===== config.mk =====
export PLATFORM = sky130hd
export DESIGN_NAME = ahb_bridge_arbiter
export DESIGN_NICKNAME = d
export VERILOG_FILES = /design/src/rtl/ahb_bridge_arbiter.sv
export SDC_FILE = /design/constraint.sdc
export NUM_CORES = 1
export LEC_CHECK = 0
export BUFFER_PORTS_ARGS = -buffer_cell sky130_fd_sc_hd__buf_2
export CORE_AREA = 2 2 155 157
export CTS_BUF_LIST = sky130_fd_sc_hd__clkbuf_8
export DETAILED_ROUTE_END_ITERATION = 16
export DIE_AREA = 0 0 157 159
export GPL_TIMING_DRIVEN = 0
export HOLD_SLACK_MARGIN = 0.08
export PLACE_DENSITY = 0.62
export SETUP_SLACK_MARGIN = 0.05
export SLEW_MARGIN = 20
export SYNTH_ARGS = -nofsm -noshare
export SYNTH_HDL_FRONTEND = slang
export SYNTH_SLANG_ARGS = --single-unit
export TNS_END_PERCENT = 20

===== constraint.sdc =====
create_clock -name clk_i -period 3 [get_ports clk_i]
set_input_delay 0.45 -clock clk_i [delete_from_list [all_inputs] [get_ports clk_i]]
set_output_delay 0.45 -clock clk_i [all_outputs]
set_load 0.01 [all_outputs]

===== src/rtl/ahb_bridge_arbiter.sv =====
// Round-robin arbiter/sequencer between the I2C-slave bridge (s0) and the local
// control path (s1) for a single shared AHB master user interface.
module ahb_bridge_arbiter #(
   parameter int unsigned ADDR_W         = 32,
   parameter int unsigned DATA_W         = 32,
   parameter int unsigned TIMEOUT_CYCLES = 255
) (
   input  logic              clk_i,
   input  logic              rst_i,
   input  logic              s0_w_valid_i,
   input  logic              s0_r_valid_i,
   input  logic [ADDR_W-1:0] s0_waddr_i,
   input  logic [ADDR_W-1:0] s0_raddr_i,
   input  logic [DATA_W-1:0] s0_wdata_i,
   output logic [DATA_W-1:0] s0_rdata_o,
   output logic              s0_done_o,
   output logic              s0_err_o,
   input  logic              s1_w_valid_i,
   input  logic              s1_r_valid_i,
   input  logic [ADDR_W-1:0] s1_waddr_i,
   input  logic [ADDR_W-1:0] s1_raddr_i,
   input  logic [DATA_W-1:0] s1_wdata_i,
   output logic [DATA_W-1:0] s1_rdata_o,
   output logic              s1_done_o,
   output logic              s1_err_o,
   output logic [ADDR_W-1:0] m_waddr_o,
   output logic [ADDR_W-1:0] m_raddr_o,
   output logic [DATA_W-1:0] m_wdata_o,
   output logic              m_w_valid_o,
   output logic              m_r_valid_o,
   input  logic [DATA_W-1:0] m_rdata_i,
   input  logic              m_done_i,
   output logic              busy_o,
   output logic              grant_o
);

   localparam int unsigned CNT_W = 16;
   localparam bit                TO_EN   = (TIMEOUT_CYCLES != 0);
   localparam logic [CNT_W-1:0]  TO_LAST = CNT_W'(TIMEOUT_CYCLES - 1);

   typedef enum logic [1:0] {
      ST_IDLE  = 2'd0,
      ST_ISSUE = 2'd1,
      ST_WAIT  = 2'd2,
      ST_RESP  = 2'd3
   } state_e;

   state_e              state_q, state_d;
   logic [CNT_W-1:0]    cnt_q, cnt_d;
   logic                grant_q, grant_d;
   logic                wr_q, wr_d;
   logic [ADDR_W-1:0]   m_waddr_q, m_waddr_d;
   logic [ADDR_W-1:0]   m_raddr_q, m_raddr_d;
   logic [DATA_W-1:0]   m_wdata_q, m_wdata_d;
   logic                m_w_valid_q, m_w_valid_d;
   logic                m_r_valid_q, m_r_valid_d;
   logic [DATA_W-1:0]   s0_rdata_q, s0_rdata_d;
   logic [DATA_W-1:0]   s1_rdata_q, s1_rdata_d;
   logic                s0_done_q, s0_done_d;
   logic                s1_done_q, s1_done_d;
   logic                s0_err_q, s0_err_d;
   logic                s1_err_q, s1_err_d;
   logic                busy_q, busy_d;

   logic                pend0_c, pend1_c, sel_c, sel_wr_c;

   assign pend0_c = s0_w_valid_i | s0_r_valid_i;
   assign pend1_c = s1_w_valid_i | s1_r_valid_i;

   // On a tie, the requester not granted last time wins.
   always_comb begin
      sel_c = 1'b0;
      if (pend0_c && pend1_c) begin
         sel_c = ~grant_q;
      end else if (pend1_c) begin
         sel_c = 1'b1;
      end
      sel_wr_c = sel_c ? s1_w_valid_i : s0_w_valid_i;
   end

   // Next-state and registered-output logic.
   always_comb begin
      state_d     = state_q;
      cnt_d       = cnt_q;
      grant_d     = grant_q;
      wr_d        = wr_q;
      m_waddr_d   = m_waddr_q;
      m_raddr_d   = m_raddr_q;
      m_wdata_d   = m_wdata_q;
      m_w_valid_d = 1'b0;
      m_r_valid_d = 1'b0;
      s0_rdata_d  = s0_rdata_q;
      s1_rdata_d  = s1_rdata_q;
      s0_done_d   = 1'b0;
      s1_done_d   = 1'b0;
      s0_err_d    = 1'b0;
      s1_err_d    = 1'b0;

      unique case (state_q)
         ST_IDLE: begin
            if (pend0_c || pend1_c) begin
               grant_d     = sel_c;
               wr_d        = sel_wr_c;
               m_waddr_d   = sel_c ? s1_waddr_i : s0_waddr_i;
               m_raddr_d   = sel_c ? s1_raddr_i : s0_raddr_i;
               m_wdata_d   = sel_c ? s1_wdata_i : s0_wdata_i;
               m_w_valid_d = sel_wr_c;
               m_r_valid_d = ~sel_wr_c;
               state_d     = ST_ISSUE;
            end
         end
         ST_ISSUE: begin
            cnt_d   = '0;
            state_d = ST_WAIT;
         end
         ST_WAIT: begin
            if (m_done_i) begin
               if (!wr_q) begin
                  if (grant_q) s1_rdata_d = m_rdata_i;
                  else         s0_rdata_d = m_rdata_i;
               end
               s0_done_d = ~grant_q;
               s1_done_d = grant_q;
               state_d   = ST_RESP;
            end else if (TO_EN && (cnt_q == TO_LAST)) begin
               s0_done_d = ~grant_q;
               s1_done_d = grant_q;
               s0_err_d  = ~grant_q;
               s1_err_d  = grant_q;
               state_d   = ST_RESP;
            end else begin
               cnt_d = cnt_q + CNT_W'(1);
            end
         end
         ST_RESP: begin
            state_d = ST_IDLE;
         end
         default: begin
            state_d = ST_IDLE;
         end
      endcase

      busy_d = (state_d != ST_IDLE);
   end

   always_ff @(posedge clk_i) begin
      if (rst_i) begin
         state_q     <= ST_IDLE;
         cnt_q       <= '0;
         grant_q     <= 1'b1;
         wr_q        <= 1'b0;
         m_waddr_q   <= '0;
         m_raddr_q   <= '0;
         m_wdata_q   <= '0;
         m_w_valid_q <= 1'b0;
         m_r_valid_q <= 1'b0;
         s0_rdata_q  <= '0;
         s1_rdata_q  <= '0;
         s0_done_q   <= 1'b0;
         s1_done_q   <= 1'b0;
         s0_err_q    <= 1'b0;
         s1_err_q    <= 1'b0;
         busy_q      <= 1'b0;
      end else begin
         state_q     <= state_d;
         cnt_q       <= cnt_d;
         grant_q     <= grant_d;
         wr_q        <= wr_d;
         m_waddr_q   <= m_waddr_d;
         m_raddr_q   <= m_raddr_d;
         m_wdata_q   <= m_wdata_d;
         m_w_valid_q <= m_w_valid_d;
         m_r_valid_q <= m_r_valid_d;
         s0_rdata_q  <= s0_rdata_d;
         s1_rdata_q  <= s1_rdata_d;
         s0_done_q   <= s0_done_d;
         s1_done_q   <= s1_done_d;
         s0_err_q    <= s0_err_d;
         s1_err_q    <= s1_err_d;
         busy_q      <= busy_d;
      end
   end

   assign s0_rdata_o  = s0_rdata_q;
   assign s1_rdata_o  = s1_rdata_q;
   assign s0_done_o   = s0_done_q;
   assign s1_done_o   = s1_done_q;
   assign s0_err_o    = s0_err_q;
   assign s1_err_o    = s1_err_q;
   assign m_waddr_o   = m_waddr_q;
   assign m_raddr_o   = m_raddr_q;
   assign m_wdata_o   = m_wdata_q;
   assign m_w_valid_o = m_w_valid_q;
   assign m_r_valid_o = m_r_valid_q;
   assign busy_o      = busy_q;
   assign grant_o     = grant_q;

endmodule


==> flow_metrics.tcl <==
set metrics [dict create \
    post_dp_cell_area_sq_um 10100 \
    worst_setup_path_start_kind "flip-flop" \
    dieHeight_microns 159 \
    critPathArrivalTime_ps 2520 \
    slew_headroom 0.527 \
    cts.htree.levels 4 \
    worst_skew_pair.late_latency_ps 460 \
    clock_buffers_created_by_tritoncts 17 \
    timing.final.setup_violations 0 \
    first_global_vias 7291 \
    grt.total_usage 0.207 \
    synth_area_leader_cell "dfxtp_1" \
    start_util 0.332 \
    antenna_violation_net_count_after_detailed_routing 0 \
    die-width_microns 157 \
    place_ws_ps 515 \
    yosys_warnings 0 \
    maximum_vdd_ir_drop_mv 0.336 \
    placedCellCount 1579 \
    finalClockSkew_ps 17.2 \
    floorplan.core_area_sq_um 23200 \
    post-route-min-period_ps 2160 \
    flow.area_growth_from_synthesis_pct 36.0 \
    globalplace.congestion 0.880 \
    detailedRoute.firstPassIterationCount 4 \
    cts.sink_count 187 \
    routed_wl_mm 26.8 \
    timing_hold_violations_final 0 \
    cts-root-buf "clkbuf_8" \
    drv_slew 0 \
    post-dp-hpwl_mm 21.1 \
    run_status "completed" \
    ys_dominant_reg_cell "dfxtp_1" \
    synthTopCellsByArea "dfxtp_1, mux2i_1, a211oi_1" \
    grt_max_degree 20 \
    wl_per_cell_microns 16.6 \
    numPortBuffers 397 \
    power-per-cell-area_nw_per_um2 803 \
    grt_setup_unrepaired "false" \
    cts_tree "built" \
    post_cts_buffers 0 \
    setup-tns-final_ps 0 \
    yosysTopAreaCellShare 0.486 \
    yosysSeqAreaShare 0.486 \
    final_cell_mix "buf_2, dfxtp_1, nand2_1" \
    required_time_worst_endpoint_ps 3360 \
    final_core_occ 0.452 \
    wire_length_on_met1_mm 11.7 \
    synth_cell_types 44 \
    critPathMaxFanout 10 \
    max-clock-path-buffers 2 \
    critPathKind "reg2reg" \
    max_clock_freq_mhz 464 \
    wl_met2_mm 13.3 \
    grt_first_pass_wirelength_mm 40.4 \
    worst_pin_slew_ps 710 \
    synth_enable_flop_cells 0 \
    grt_remaining_overflow 0 \
    stdcell_area_sq_um 10500 \
    netlist_instances 863 \
    nNetsFinal 1516 \
    layout_commonest_cell "buf_2" \
    drc 0 \
    met3_length_mm 1.29 \
    floorplan.io_pins 399 \
    final_setup_slack_of_the_worst_path_ps 844 \
    cts_resized 0 \
    clock_pin_slew_on_the_worst_setup_and_hold_paths_ps 120 \
    postSynthAreaPerCell_sq_um 8.93 \
    finalCritPeriodShare 0.719 \
    cts.hold.buffers_added 0 \
    leakagePower_nw 5.06 \
    die_area_sq_um 25000 \
    max_cap_viol_count 0 \
    route.detailed.vias_per_inst 4.78 \
    routed-via-count 7715 \
    synth_seq_cells 187 \
    first_iter_violations 336 \
    mappedNetlistNets 1100 \
    layoutNonFillerInstCount 1613 \
    post_route_cells_drive_above_1_share 0.354 \
    routed.top_layer "met4" \
    synth_area_sq_um 7700 \
    grt_antenna_before_repair 2 \
    min-delay-path-class "in2reg" \
    worst_setup_path_end_kind "flip-flop" \
    row_count 56 \
    synth-async-reset-ratio 0 \
]
-- worst max-delay path, cell delays in order, from the launching register on --
cell      delay [ps]
dfxtp_1          340
inv_1            120
ha_1             210
nor2b_1          150
clkbuf_1         170
buf_2            290
clkbuf_1         470
nor2_1            80
a211oi_1         230
-- final cells by class --
cell class / count / area, sq um
diodes: 2 / 5.00
plain buffers: 73 / 342
clock buffers: 17 / 234
clock inverters: 15 / 150
fillers: 2326 / 12700
inverters: 6 / 22.5
multi-input cells: 597 / 3590
flip-flops and latches: 187 / 3740
well taps: 319 / 399
repair buffers: 397 / 1990
-- power breakdown --
| group | switching, mW | leakage [nW] | internal [mW] | total, mW |
|---|---|---|---|---|
| clock network | 1.02 | 0.184 | 0.620 | 1.64 |
| logic | 2.09 | 3.34 | 1.30 | 3.39 |
| registers | 0.309 | 1.54 | 3.07 | 3.38 |
| total | 3.42 | 5.06 | 4.99 | 8.41 |
-- cells by family (layout without fill, tap and decap cells) --
| family | Yosys count | after routing | share of synthesized area |
|---|---|---|---|
| simple gates | 296 | 296 | 0.165 |
| compound gates | 197 | 197 | 0.165 |
| flops | 187 | 187 | 0.486 |
| mux | 96 | 96 | 0.125 |
| buf+inv | 79 | 508 | 0.0473 |
| fa+ha+maj | 6 | 6 | 0.00975 |
| xor+xnor | 2 | 2 | 0.00227 |
| other cells | 0 | 2 | 0 |
-- flip-flops by register name (all words and copies together), names as in the netlist, 2 cells and up --
name and cells:
s1_rdata_o 32, m_wdata_o 32, state_q 2, cnt_q 16, m_waddr_o 32, m_raddr_o 32, s0_rdata_o 32
-- final timing paths --
| kind | from | endpoint | slack (ps) | depth (start not counted) |
|---|---|---|---|---|
| max | state_q[0] | m_wdata_o[1] | 840 | 8 |
| min | m_rdata_i[18] | s1_rdata_o[18] | 220 | 3 |
| max reg2reg | state_q[0] | m_wdata_o[1] | 840 | 8 |
| min reg2reg | s0_rdata_o[22] | s0_rdata_o[22] | 460 | 2 |
-- metrics by stage --
| step | power (mW) | hold slack, ps |
|---|---|---|
| floorplan | 5.42 | 454 |
| global placement | 6.80 | 441 |
| detailed placement | 6.85 | 444 |
| CTS | 8.49 | 179 |
| global route | 8.96 | 181 |
| finish | 8.41 | 217 |
-- per-layer routing --
metal | vias up | global-route usage
li1 | 3860 | -
met2 | 244 | 0.355
met3 | 28 | 0.0433
met1 | 3583 | 0.259
met4 | 0 | 0.0659
met5 | - | 0
-- synthesized netlist by cell type, drive strengths merged (5+ instances only) --
library cell	n
nand3	7
o21ai	11
nor3	5
a21oi	76
nor2	105
nand2	139
clkbuf	48
inv	6
buf	25
or3	10
dfxtp	187
o211ai	5
mux2i	96
ha	6
a211oi	96
Power figures use the tool's default switching activity.
